$ cat src/rtl/ahb_arbiter_rr.sv
// AHB bus arbiter for NO_OF_MASTERS masters. It supports fixed-priority or round-robin arbitration and is burst-, lock- and SPLIT-aware.
// Optional feature macro AHB_ARB_SPLIT_EN builds SPLIT masking. Without it, SPLIT is handled exactly like RETRY.
module ahb_arbiter_rr #(
  parameter  int NO_OF_MASTERS  = 4,
  parameter  int DEFAULT_MASTER = 0,
  parameter  int ARB_MODE       = 1,
  localparam int MW             = $clog2(NO_OF_MASTERS)
) (
  input  logic                     HCLK,
  input  logic                     HRESET,
  input  logic [NO_OF_MASTERS-1:0] HBUSREQ,
  input  logic [NO_OF_MASTERS-1:0] HLOCK,
  input  logic [NO_OF_MASTERS-1:0] HSPLIT,
  input  logic [1:0]               HTRANS,
  input  logic [2:0]               HBURST,
  input  logic                     HREADY,
  input  logic [1:0]               HRESP,
  output logic [NO_OF_MASTERS-1:0] HGRANT,
  output logic [MW-1:0]            HMASTER,
  output logic                     HMASTLOCK
);

  localparam int            N          = NO_OF_MASTERS;
  localparam logic [MW-1:0] DEF_IDX    = MW'(DEFAULT_MASTER);
  localparam logic [N-1:0]  DEF_ONEHOT = N'(1) << DEFAULT_MASTER;

  typedef enum logic [1:0] {
    TR_IDLE   = 2'b00,
    TR_BUSY   = 2'b01,
    TR_NONSEQ = 2'b10,
    TR_SEQ    = 2'b11
  } htrans_e;

  typedef enum logic [2:0] {
    BU_SINGLE = 3'b000,
    BU_INCR   = 3'b001,
    BU_WRAP4  = 3'b010,
    BU_INCR4  = 3'b011,
    BU_WRAP8  = 3'b100,
    BU_INCR8  = 3'b101,
    BU_WRAP16 = 3'b110,
    BU_INCR16 = 3'b111
  } hburst_e;

  typedef enum logic [1:0] {
    RS_OKAY  = 2'b00,
    RS_ERROR = 2'b01,
    RS_RETRY = 2'b10,
    RS_SPLIT = 2'b11
  } hresp_e;

  typedef enum logic [1:0] {
    ST_PARK,
    ST_OWNED,
    ST_LOCKED
  } state_e;

  state_e        state_q, state_d;
  logic [MW-1:0] grant_idx_q, grant_idx_d;
  logic [N-1:0]  hgrant_q, hgrant_d;
  logic [MW-1:0] hmaster_q, hmaster_d;
  logic          hmastlock_q, hmastlock_d;
  logic [3:0]    beat_cnt_q, beat_cnt_d;
  logic [MW-1:0] last_q, last_d;
  logic [N-1:0]  split_mask_d;

  logic          arb_point;
  logic          resp_abort;
  logic          lock_hold;
  logic [N-1:0]  eligible;
  logic [MW-1:0] winner;

  // Remaining beats after the NONSEQ beat of a fixed-length burst.
  function automatic logic [3:0] burst_beats(input logic [2:0] burst);
    logic [3:0] beats;
    case (burst)
      BU_WRAP4,  BU_INCR4:  beats = 4'd3;
      BU_WRAP8,  BU_INCR8:  beats = 4'd7;
      BU_WRAP16, BU_INCR16: beats = 4'd15;
      default:              beats = 4'd0;
    endcase
    return beats;
  endfunction

  function automatic logic [MW-1:0] fixed_pick(input logic [N-1:0] elig);
    logic [MW-1:0] pick;
    pick = DEF_IDX;
    for (int i = N - 1; i >= 0; i--) begin
      if (elig[MW'(i)]) pick = MW'(i);
    end
    return pick;
  endfunction

  // Scan downwards from last+N to last+1, so the index closest after last wins.
  function automatic logic [MW-1:0] rr_pick(input logic [N-1:0] elig, input logic [MW-1:0] last);
    logic [MW-1:0] pick;
    logic [MW-1:0] idx;
    pick = DEF_IDX;
    for (int k = N; k >= 1; k--) begin
      idx = MW'((int'(last) + k) % N);
      if (elig[idx]) pick = idx;
    end
    return pick;
  endfunction

`ifdef AHB_ARB_SPLIT_EN
  logic [N-1:0] split_mask_q;

  always_comb begin
    split_mask_d = split_mask_q;
    if (HREADY && (HRESP == RS_SPLIT) && (hmaster_q != DEF_IDX)) begin
      split_mask_d[hmaster_q] = 1'b1;
    end
    // A resume arriving in the same cycle as the SPLIT wins.
    split_mask_d = split_mask_d & ~HSPLIT;
  end

  always_ff @(posedge HCLK) begin
    if (HRESET) split_mask_q <= '0;
    else        split_mask_q <= split_mask_d;
  end
`else
  logic unused_hsplit;
  assign unused_hsplit = ^HSPLIT;
  assign split_mask_d  = '0;
`endif

  always_comb begin
    arb_point  = HREADY && ((HTRANS == TR_IDLE) ||
                            ((HTRANS == TR_NONSEQ) && ((HBURST == BU_SINGLE) || (HBURST == BU_INCR))) ||
                            ((HTRANS == TR_SEQ) && (beat_cnt_q == 4'd1)));
    resp_abort = HREADY && ((HRESP == RS_RETRY) || (HRESP == RS_SPLIT));
    lock_hold  = (state_q != ST_PARK) && HLOCK[grant_idx_q];
    eligible   = HBUSREQ & ~split_mask_d;
    winner     = (ARB_MODE == 0) ? fixed_pick(eligible) : rr_pick(eligible, last_q);
  end

  // NOTE: every variable driven here is given a default first, so no path can infer a latch.
  always_comb begin
    state_d     = state_q;
    grant_idx_d = grant_idx_q;
    hmaster_d   = hmaster_q;
    hmastlock_d = hmastlock_q;
    beat_cnt_d  = beat_cnt_q;
    last_d      = last_q;

    if (HREADY) begin
      case (HTRANS)
        TR_NONSEQ: beat_cnt_d = burst_beats(HBURST);
        TR_SEQ:    if (beat_cnt_q != 4'd0) beat_cnt_d = beat_cnt_q - 4'd1;
        TR_IDLE:   beat_cnt_d = 4'd0;
        default:   beat_cnt_d = beat_cnt_q;
      endcase
      if (resp_abort) beat_cnt_d = 4'd0;

      hmaster_d   = grant_idx_q;
      hmastlock_d = HLOCK[grant_idx_q];

      if (arb_point || resp_abort) begin
        if (lock_hold) begin
          state_d = ST_LOCKED;
        end else if (eligible == '0) begin
          state_d     = ST_PARK;
          grant_idx_d = DEF_IDX;
        end else begin
          state_d     = ST_OWNED;
          grant_idx_d = winner;
          last_d      = winner;
        end
      end
    end

    hgrant_d              = '0;
    hgrant_d[grant_idx_d] = 1'b1;
  end

  // NOTE: sequential state uses non-blocking assignments so every flop samples pre-edge values.
  always_ff @(posedge HCLK) begin
    if (HRESET) begin
      state_q     <= ST_PARK;
      grant_idx_q <= DEF_IDX;
      hgrant_q    <= DEF_ONEHOT;
      hmaster_q   <= DEF_IDX;
      hmastlock_q <= 1'b0;
      beat_cnt_q  <= 4'd0;
      last_q      <= DEF_IDX;
    end else begin
      state_q     <= state_d;
      grant_idx_q <= grant_idx_d;
      hgrant_q    <= hgrant_d;
      hmaster_q   <= hmaster_d;
      hmastlock_q <= hmastlock_d;
      beat_cnt_q  <= beat_cnt_d;
      last_q      <= last_d;
    end
  end

  always_comb begin
    HGRANT    = hgrant_q;
    HMASTER   = hmaster_q;
    HMASTLOCK = hmastlock_q;
  end

endmodule

$ cat config.mk
export PLATFORM = sky130hd
export DESIGN_NAME = ahb_arbiter_rr
export DESIGN_NICKNAME = d
export VERILOG_FILES = /design/src/rtl/ahb_arbiter_rr.sv
export SDC_FILE = /design/constraint.sdc
export NUM_CORES = 1
export LEC_CHECK = 0
export CAP_MARGIN = 20
export CORE_MARGIN = 1.5
export CORE_UTILIZATION = 50
export DETAILED_ROUTE_END_ITERATION = 6
export GPL_ROUTABILITY_DRIVEN = 0
export PLACE_DENSITY = 0.89
export SYNTH_ARGS = -nofsm -noshare
export SYNTH_HDL_FRONTEND = slang
export SYNTH_SLANG_ARGS = --single-unit
$ cat constraint.sdc
create_clock -name HCLK -period 4.9 [get_ports HCLK]
set_input_delay 0.98 -clock HCLK [delete_from_list [all_inputs] [get_ports HCLK]]
set_output_delay 0.98 -clock HCLK [all_outputs]
set_load 0.1 [all_outputs]
Word level (Yosys, flattened, before mapping)
Cells that the tools add are included.

storage, ports and cells
  flip-flop bits (word level) = 17
  latch bits = 0
  memory bits (writable) = 0
  ROM bits = 0
  input bits = 22
  output and inout bits = 7
  word-level logic and storage cells = 83
  memories kept = 0

cells by class
  add/sub/neg operators = 5
  multipliers = 0
  div/mod/pow operators = 0
  $lt $le $gt $ge = 7
  equal/unequal tests = 13
  shifts and indexed selects = 0
  mux-type cells = 26
  bitwise operators = 2
  reduce and logical (&&, ||, !) cells = 23

operators by type and width
  cell                                                        count
  case mux 4 bit (3 select lines)                             2
  less-than comparator 2 x 3 -> 1 bit, second input constant  6
  two-way mux 2 bit                                           9
  equality test 3 bit, second input constant                  4
  binary-select mux 1 bit (select 2 bit)                      5
  equality test 2 bit, second input constant                  4
  two-way mux 4 bit                                           2
  nonzero test 4 bit                                          2
  two-way mux 1 bit                                           7
  equality test 3 x 2 -> 1 bit, second input constant         2
  logical AND 1 bit                                           6
  OR reduction 2 bit                                          3
  logical OR 1 bit                                            5
  adder 2 x 1 -> 2 bit, second input constant                 2
  adder 2 bit, second input constant                          2
  equality test 4 x 1 -> 1 bit, second input constant         1
  zero test 4 bit                                             1
  AND reduction 4 bit                                         1
  subtractor 4 x 1 -> 4 bit, second input constant            1
  equality test 3 x 1 -> 1 bit, second input constant         1
  zero test 3 bit                                             1
  inequality test 3 x 2 -> 1 bit, second input constant       1
  AND reduction 3 bit                                         1
  demux 1 bit (select 2 bit)                                  1
  other kinds (5)                                             6

Depth between registers and ports, before layout
Gate-level depths: netlist of run 1.

  word-level depth = 15
  depth in mapped cells = 7
  mapped depth without buffers = 7

Worst setup path after synthesis of run 1
No wires, ideal clock.

  path kind = input -> register
  start point = input HTRANS[0]
  end point = register hgrant_q[1] (netlist: HGRANT[1])
  library setup time = 0.121 ns
  arrival = 2.268 ns
  required time = 4.779 ns
  setup slack = 2.511 ns
  stages on the path = 6
  buffers on the path = 0
  cells stage by stage = ha_1 -> nor4bb_4 -> o41ai_4 -> nor2_2 -> mux2i_4 -> nor3b_2

on the way
  cells in the longest elaborated chain, start to end = 12
  elaborated cells on any way between the ends = 16
  those cells by class = order compare: 2; eq/ne: 2; mux: 4; reduce/logical: 8

ends and longest elaborated chain
  what                                                                                                              RTL line  source
  start: declaration                                                                                                14        input logic [1:0] HTRANS,
  equality test 2 bit                                                                                               130       ((HTRANS == TR_NONSEQ) && ((HBURST == BU_SINGLE) || (HBURST == BU_INCR))) ||
  logical AND 1 bit                                                                                                 130
  logical OR 1 bit                                                                                                  129       arb_point = HREADY && ((HTRANS == TR_IDLE) ||
  logical OR 1 bit *                                                                                                130
  logical AND 1 bit *                                                                                               129
  logical OR 1 bit *                                                                                                159       if (arb_point || resp_abort) begin
  two-way mux 2 bit *                                                                                               159
  two-way mux 2 bit *                                                                                               147       if (HREADY) begin
  less-than comparator 2 x 3 -> 1 bit (implied by the code) / >= comparator 2 x 1 -> 1 bit (equally long branches)  174       hgrant_d[grant_idx_d] = 1'b1;
  logical AND 1 bit (implied by the code)                                                                           174
  two-way mux 1 bit (implied by the code)                                                                           174
  demux 1 bit (select 2 bit) *                                                                                      174
  end signal: assignment                                                                                            190       hgrant_q <= hgrant_d;
  end: declaration                                                                                                  60        logic [N-1:0] hgrant_q, hgrant_d;

Every way passes the cells marked *; elsewhere a longest branch is shown, timed or not.
A chain may end at the register's enable or synchronous reset.

Final worst setup path of run 1
  start point = input HTRANS[1]
  end point = register hgrant_q[2] (netlist: HGRANT[2])

The elaborated chain is that of the path after synthesis.

==> summary.txt, run 1 <==
Global route
  • Largest net degree at the start of global routing: 18
  • GRT Overall Usage: 0.2057
  • GRT met2 Usage: 0.4080
  • Met1 usage: 0.2079
  • First-pass GRT wire length: between 3 and 4 mm
  • GRT Max-Usage Layer: met2
  • Initial antenna violation count: 0
  • Number of global-route vias before repair: 797
  • Grt ovf: 0
  • Grt met3 use: 0.03396

CTS
  • CTS Sinks: 17
  • Cts bufs inserted: 3
  • Post_cts resized: 0
  • Clk_lat worst skew: 0.29 ns
  • CTS tree: done
  • Clk slew on worst S/H paths: 0.10 ns
  • H-tree levels: 1
  • Hold-fix buffers, CTS: 0
  • CTS root buf: clkbuf_4
  • # Post-CTS Setup Buffers: 0
  • Clock buffer depth: 2

Cells and area
  • Fillers: 162
  • FF+latch area: 340.3 µm²
  • Synth-to-Final Area Change: 25.47%
  • Fin util: 0.6543
  • Inserted Diodes: 0
  • Fin cells: 157
  • Nets: 158
  • Layout cells sized above 1: 0.1077
  • Area of the multi-input gates: 605.6 µm²

Floorplan
  • I/O pin count: 29
  • Die area: 2282 µm²
  • Height of the die: 47.77 µm
  • Core footprint: 1922 µm²
  • Starting Density: 0.5215
  • Overall die width: 47.77 µm
  • Rows: 16

Detailed routing
  • Iter 0 DRT Violations: 15
  • Post-Route WL: 2.114 mm
  • ANT nets after route: 0
  • Pre-Repair DR Iteration Count: 5
  • DR vias/cell: 5.471
  • DRC Markers: 0
  • Wire per inst: 13.46 µm
  • Via count: 859

Power
  • Total power: 0.3414 mW
  • Leakage Power: 0.4679 nW
  • Worst vdd ir: about 160 µV
  • PD cells: roughly 270 nW/µm²

Setup path
  • Worst Path Arrival: 2.99 ns
  • Crit path to: HGRANT[2]
  • Path type of the worst setup path: in2reg
  • Largest fanout on the critical path: 6
  • Worst r2r src: beat_cnt_q[1]
  • Kind of end point of the critical path: register
  • CP startpoint: HTRANS[1]
  • Reg2reg end: HGRANT[2]
  • WP data required: 5.13 ns
  • Register-to-Register Path Depth: 7
  • Crit path launch type: input port
  • R2r setup slk: 2.93 ns

Place
  • IO buf count: 22
  • Hpwl dp: 1.694 mm
  • Placed cells: 153
  • Setup WS pre-CTS: 1.830 ns

STA
  • Final Hold Fails: 0
  • Worst-Margin Slew: 0.9798 ns
  • Minimum clock period: 2.768 ns
  • Final worst-path setup slack: ~2.1 ns
  • Final TNS setup: 0 ns
  • Final Setup Violations: 0
  • Slew margin rel.: 0.3447
  • Fmax achieved: 0.3613 GHz
  • Clk_skew: about 0.0024 ns
  • Unrepaired setup endpoints after global routing: no
  • Fin. max-slew vios: 0
  • Part of the cycle the worst path needs: 0.5648

Logic synthesis
  • Mapped Avg Cell Area: 9.366 µm²
  • Seq/Total Area, Yosys: 0.3396
  • Async SR Flop Fraction: 0
  • Primary FF master, synth: dfxtp_1
  • Mapped Cells: 107
  • Yosys warns: 0
  • Synthesized flop and latch total: 17
  • EDFF count, synth: 0
  • Post-synth cell types: 36
  • Synthesized area: 1002 µm²
  • Syn nets: 134

Hold path
  • Hold Crit Start: HMASTLOCK
  • Worst min path class: reg2reg

Flow run
  • Max_cap viols: 0

Outcome
  • Status: completed
[state kept, by name, indices dropped and copies added (netlist names)]
name and count:
HMASTER 2, grant_idx_q 2, HGRANT 4, HMASTLOCK 1
beat_cnt_q 4, last_q 2, state_q 2
[worst min path at each step]
stage | end | slack (ns) | depth (start not counted)
5_1_grt | HMASTER[0] | 0.53 | 2
3_3_place_gp | state_q[0] | 0.47 | 2
4_1_cts | HMASTLOCK | 0.51 | 2
6_report | HMASTLOCK | 0.51 | 2
2_1_floorplan | state_q[0] | 0.46 | 2
3_5_place_dp | HMASTER[0] | 0.49 | 2
[metal layers]
layer  wire [µm]  share of wire
met5           0              0
met4          32          0.015
met3          68          0.032
met2        1201           0.57
met1         812           0.38
[cell type report]
| class | instances | area share |
|---|---|---|
| clock buffers | 3 | 0.01791 |
| clock inverters | 1 | 0.003980 |
| repair buffers | 22 | 0.1751 |
| multi-input cells | 79 | 0.4816 |
| inverters | 8 | 0.02388 |
| well taps | 27 | 0.02687 |
| flip-flops and latches | 17 | 0.2706 |
[worst max-delay path, cell delays in order]
cell and delay (ns):
clkdlybuf4s50_1 0.45, ha_1 0.26, nor4bb_4 0.18, o41ai_4 0.50, nor3_2 0.17, a21boi_2 0.26
nor3b_2 0.19
[cell usage in the layout, fill, tap and decap left out]
cell type        netlist  final
nor2b_1                1      1
clkdlybuf4s50_1        0     22
a21o_1                 1      1
o21ai_1                1      1
ha_1                   5      5
a22oi_1                3      3
nor3_2                 3      3
a211oi_1               1      1
nand2_1                2      2
o41ai_4                1      1
a211o_1                1      1
a31oi_1                1      1
nand2b_1               3      3
a221oi_1               1      1
dfxtp_1               17     17
mux2i_1                9      9
xnor2_1                1      1
clkinv_2               0      1
nor4bb_4               1      1
a21oi_1                5      5
o21ai_0                7      7
o22ai_1                1      1
nor3b_1                1      1
nor3b_2                2      2
mux2i_4                1      1
nor4_1                 1      1
o221ai_1               1      1
nor2_2                 1      1
and3b_1                1      1
inv_1                  8      8
o21bai_1               2      2
nor3_1                 4      4
nand3_1                1      1
clkbuf_4               0      3
a21boi_2               1      1
o211ai_1               1      1
nor2_1                14     14
[through the flow]
step,instance area (µm²),hold WS [ns]
after floorplan,1002,0.4566
after global placement,1230,0.4664
after detailed placement,1230,0.4901
after CTS,1257,0.5147
after global routing,1257,0.5259
final,1257,0.5085
[where the power goes]
part | switching (mW) | leakage, nW | internal [mW] | total [mW]
Sequential | 0.00894 | 0.139 | 0.147 | 0.156
Clock | 0.0459 | 0.0177 | 0.0304 | 0.0763
Combinational | 0.0659 | 0.311 | 0.0430 | 0.109
Total | 0.121 | 0.468 | 0.221 | 0.341
[synthesized netlist by cell type (all sizes together), types with 2 or more instances]
cell type,number,share of area
mux2i,10,0.11
ha,5,0.062
nand2b,3,0.019
a22oi,3,0.022
dfxtp,17,0.34
o21ai,8,0.040
o21bai,2,0.015
buf,2,0.022
nor3b,3,0.032
nor2,15,0.059
nor3,7,0.050
nand2,2,0.0075
inv,8,0.030
a21oi,5,0.025
[cell families (layout without fill, tap and decap cells)]
kind of cell	count (synthesis)	after routing	share of synthesized area
simple gates	35	35	0.2185
compound gates	28	28	0.2023
flops	17	17	0.3396
buf+inv	11	34	0.05618
mux	10	10	0.1124
fa+ha+maj	5	5	0.06242
xor+xnor	1	1	0.008741
No activity file was read; power rests on OpenSTA's default activity.
==> inputs of run 2 (changes only) <==
CORE_UTILIZATION = 46   (was 50)
PLACE_DENSITY = 0.83   (was 0.89)
clock period = 2.6 ns   (was 4.9 ns; I/O delays follow)
==> summary.txt, run 2 (synthesis results as in run 1) <==
Cells and area
  • Layout cells sized above 1: 0.1667 (+0.05897)
  • Most frequent cells in the layout: dfxtp_1, clkdlybuf4s50_1, nor2_1, mux2i_1, buf_4
  • Nets: 160 (+1.3%)
  • Commonest non-fill, non-tap cell in the layout: dfxtp_1
  • Inserted Diodes: 0 (unchanged)
  • Synth-to-Final Area Change: 25.09%

Global route
  • Grt ovf: 0 (unchanged)
  • Number of global-route vias before repair: 799 (+0.25%)
  • GRT Overall Usage: 0.1676 (-0.03808)
  • First-pass GRT wire length: 3.263 mm (-1.1%)
  • Largest net degree at the start of global routing: 18 (unchanged)
  • Initial antenna violation count: 0 (unchanged)

Detailed routing
  • DRC Markers: 0 (unchanged)
  • Pre-Repair DR Iteration Count: 4 (-1)
  • DR vias/cell: 5.346 (-2.3%)
  • Iter 0 DRT Violations: 4 (-11)
  • Wire per inst: 12.01 µm (-11%)
  • Via count: 850 (-1.0%)
  • ANT nets after route: 0 (unchanged)
  • Post-Route WL: 1.909 mm (-9.7%)

STA
  • Final Setup Violations: 0 (unchanged)
  • Final Hold Fails: 0 (unchanged)
  • Minimum clock period: between 2 and 2.5 ns
  • Slew margin rel.: 0.5625 (+0.2178)
  • Part of the cycle the worst path needs: 0.8648
  • Final TNS setup: 0 ns (unchanged)
  • Unrepaired setup endpoints after global routing: no
  • Fmax achieved: 0.4448 GHz
  • Clk_skew: 0.001116 ns (-0.001247 ns)
  • Worst-Margin Slew: 0.6542 ns (-0.3257 ns)
  • Fin. max-slew vios: 0 (unchanged)

Setup path
  • Delay of the slowest critical-path stage: 0.44 ns (-0.06 ns)
  • Path type of the worst setup path: in2reg
  • CP Cell Sequence: clkdlybuf4s50_1 -> inv_1 -> ha_1 -> nor3b_1 -> o41ai_4 -> nor3_2 -> a21boi_2 -> nor3b_2
  • Worst Path Arrival: 2.41 ns (-0.58 ns)
  • WP data required: 2.76 ns (-2.37 ns)
  • Kind of end point of the critical path: register
  • Crit path launch type: input port
  • Largest fanout on the critical path: 4 (-2)
  • Crit-path slowest cell: clkdlybuf4s50_1

Power
  • Leakage Power: 0.4862 nW (+3.9%)
  • Worst vdd ir: 331.6 µV (+100%)
  • PD cells: 508.4 nW/µm² (+87%)
  • Total power: 0.6373 mW (+87%)

CTS
  • CTS tree: done
  • H-tree levels: 1 (unchanged)
  • Post_cts resized: 0 (unchanged)
  • Clock buffer depth: 2 (unchanged)
  • CTS root buf: clkbuf_4
  • # Post-CTS Setup Buffers: 0 (unchanged)
  • Cts bufs inserted: 3 (unchanged)
  • Clk_lat worst skew: 0.29 ns (about the same)
  • Hold-fix buffers, CTS: 0 (unchanged)
  • Clk slew on worst S/H paths: 0.09 ns (about the same)
  • CTS Sinks: 17 (unchanged)

Floorplan
  • Starting Density: 0.5006 (-0.02086)
  • Height of the die: 49.68 µm (+4.0%)
  • Die area: 2468 µm² (+8.1%)
  • Rows: 16 (unchanged)
  • Core footprint: 2002 µm² (+4.2%)
  • Overall die width: 49.68 µm (+4.0%)
  • I/O pin count: 29 (unchanged)

Place
  • IO buf count: 22 (unchanged)
  • Hpwl dp: 1.491 mm (-12%)

Flow run
  • Max_cap viols: 0 (unchanged)

Outcome
  • Status: completed

Hold path
  • Worst min path class: reg2reg
[run 2: cell types whose count changed in the layout (fill, tap and decap cells not counted), sizes merged]
cell	before	now
buf	0	9
clkbuf	3	4
clkdlybuf4s50	22	15
clkinv	1	0
[run 2: final timing paths]
path	from	end	slack [ns]	depth (start not counted)
hold reg to reg	state_q[0]	state_q[0]	0.50	2
setup / recovery	HTRANS[0]	HGRANT[2]	0.35	8
hold / removal	state_q[0]	state_q[0]	0.50	2
setup reg to reg	beat_cnt_q[0]	HGRANT[2]	0.71	6
[run 2: final cells by class]
cell class,instances,area (µm²)
fill,171,748.2
multi-input combinational,79,605.6
clock buffer,4,26.28
sequential,17,340.3
tap,27,33.78
inverter,8,30.03
timing repair buffer,24,217.7
[run 2: where the power goes]
part	leakage [nW]	internal, mW	total, mW	switching (mW)
Sequential	0.139	0.278	0.294	0.0166
Clock	0.0150	0.0596	0.140	0.0800
Combinational	0.332	0.0807	0.203	0.123
[run 2: layer usage]
metal  up-vias  track usage  wire, µm
met1       398       0.1977       864
met4         0      0.02778         0
li1        435            -         -
met5         -            0         0
met3         0      0.05455        90
met2        17       0.2978       955
[run 2: worst max-delay path: cells and delay by family]
kind / cells / cell delay (ns)
buffers and inverters: 2 / 0.54
adder cells (fa/ha/maj): 1 / 0.16
AO/OA/AOI/OAI: 2 / 0.28
AND/OR/NAND/NOR: 3 / 0.90
[run 2: per-stage QoR]
step / instance area (µm²) / std cells / hold slack, ns / utilization / worst slack [ns]
2_1_floorplan: 1002 / 107 / 0.4566 / - / 0.6710
3_3_place_gp: 1227 / 155 / 0.4822 / 0.6131 / 0.1022
3_5_place_dp: 1227 / 155 / 0.4904 / 0.6131 / 0.04832
4_1_cts: 1254 / 159 / 0.5045 / 0.6263 / 0.3496
5_1_grt: 1254 / 159 / 0.5574 / 0.6263 / 0.2200
6_report: 1254 / 159 / 0.5024 / 0.6263 / 0.3516
==> inputs of run 3 (changes only) <==
CAP_MARGIN = 0   (was 20)
==> results of run 3 <==
No change in the layout: final DEF, timing and power equal those of run 2.
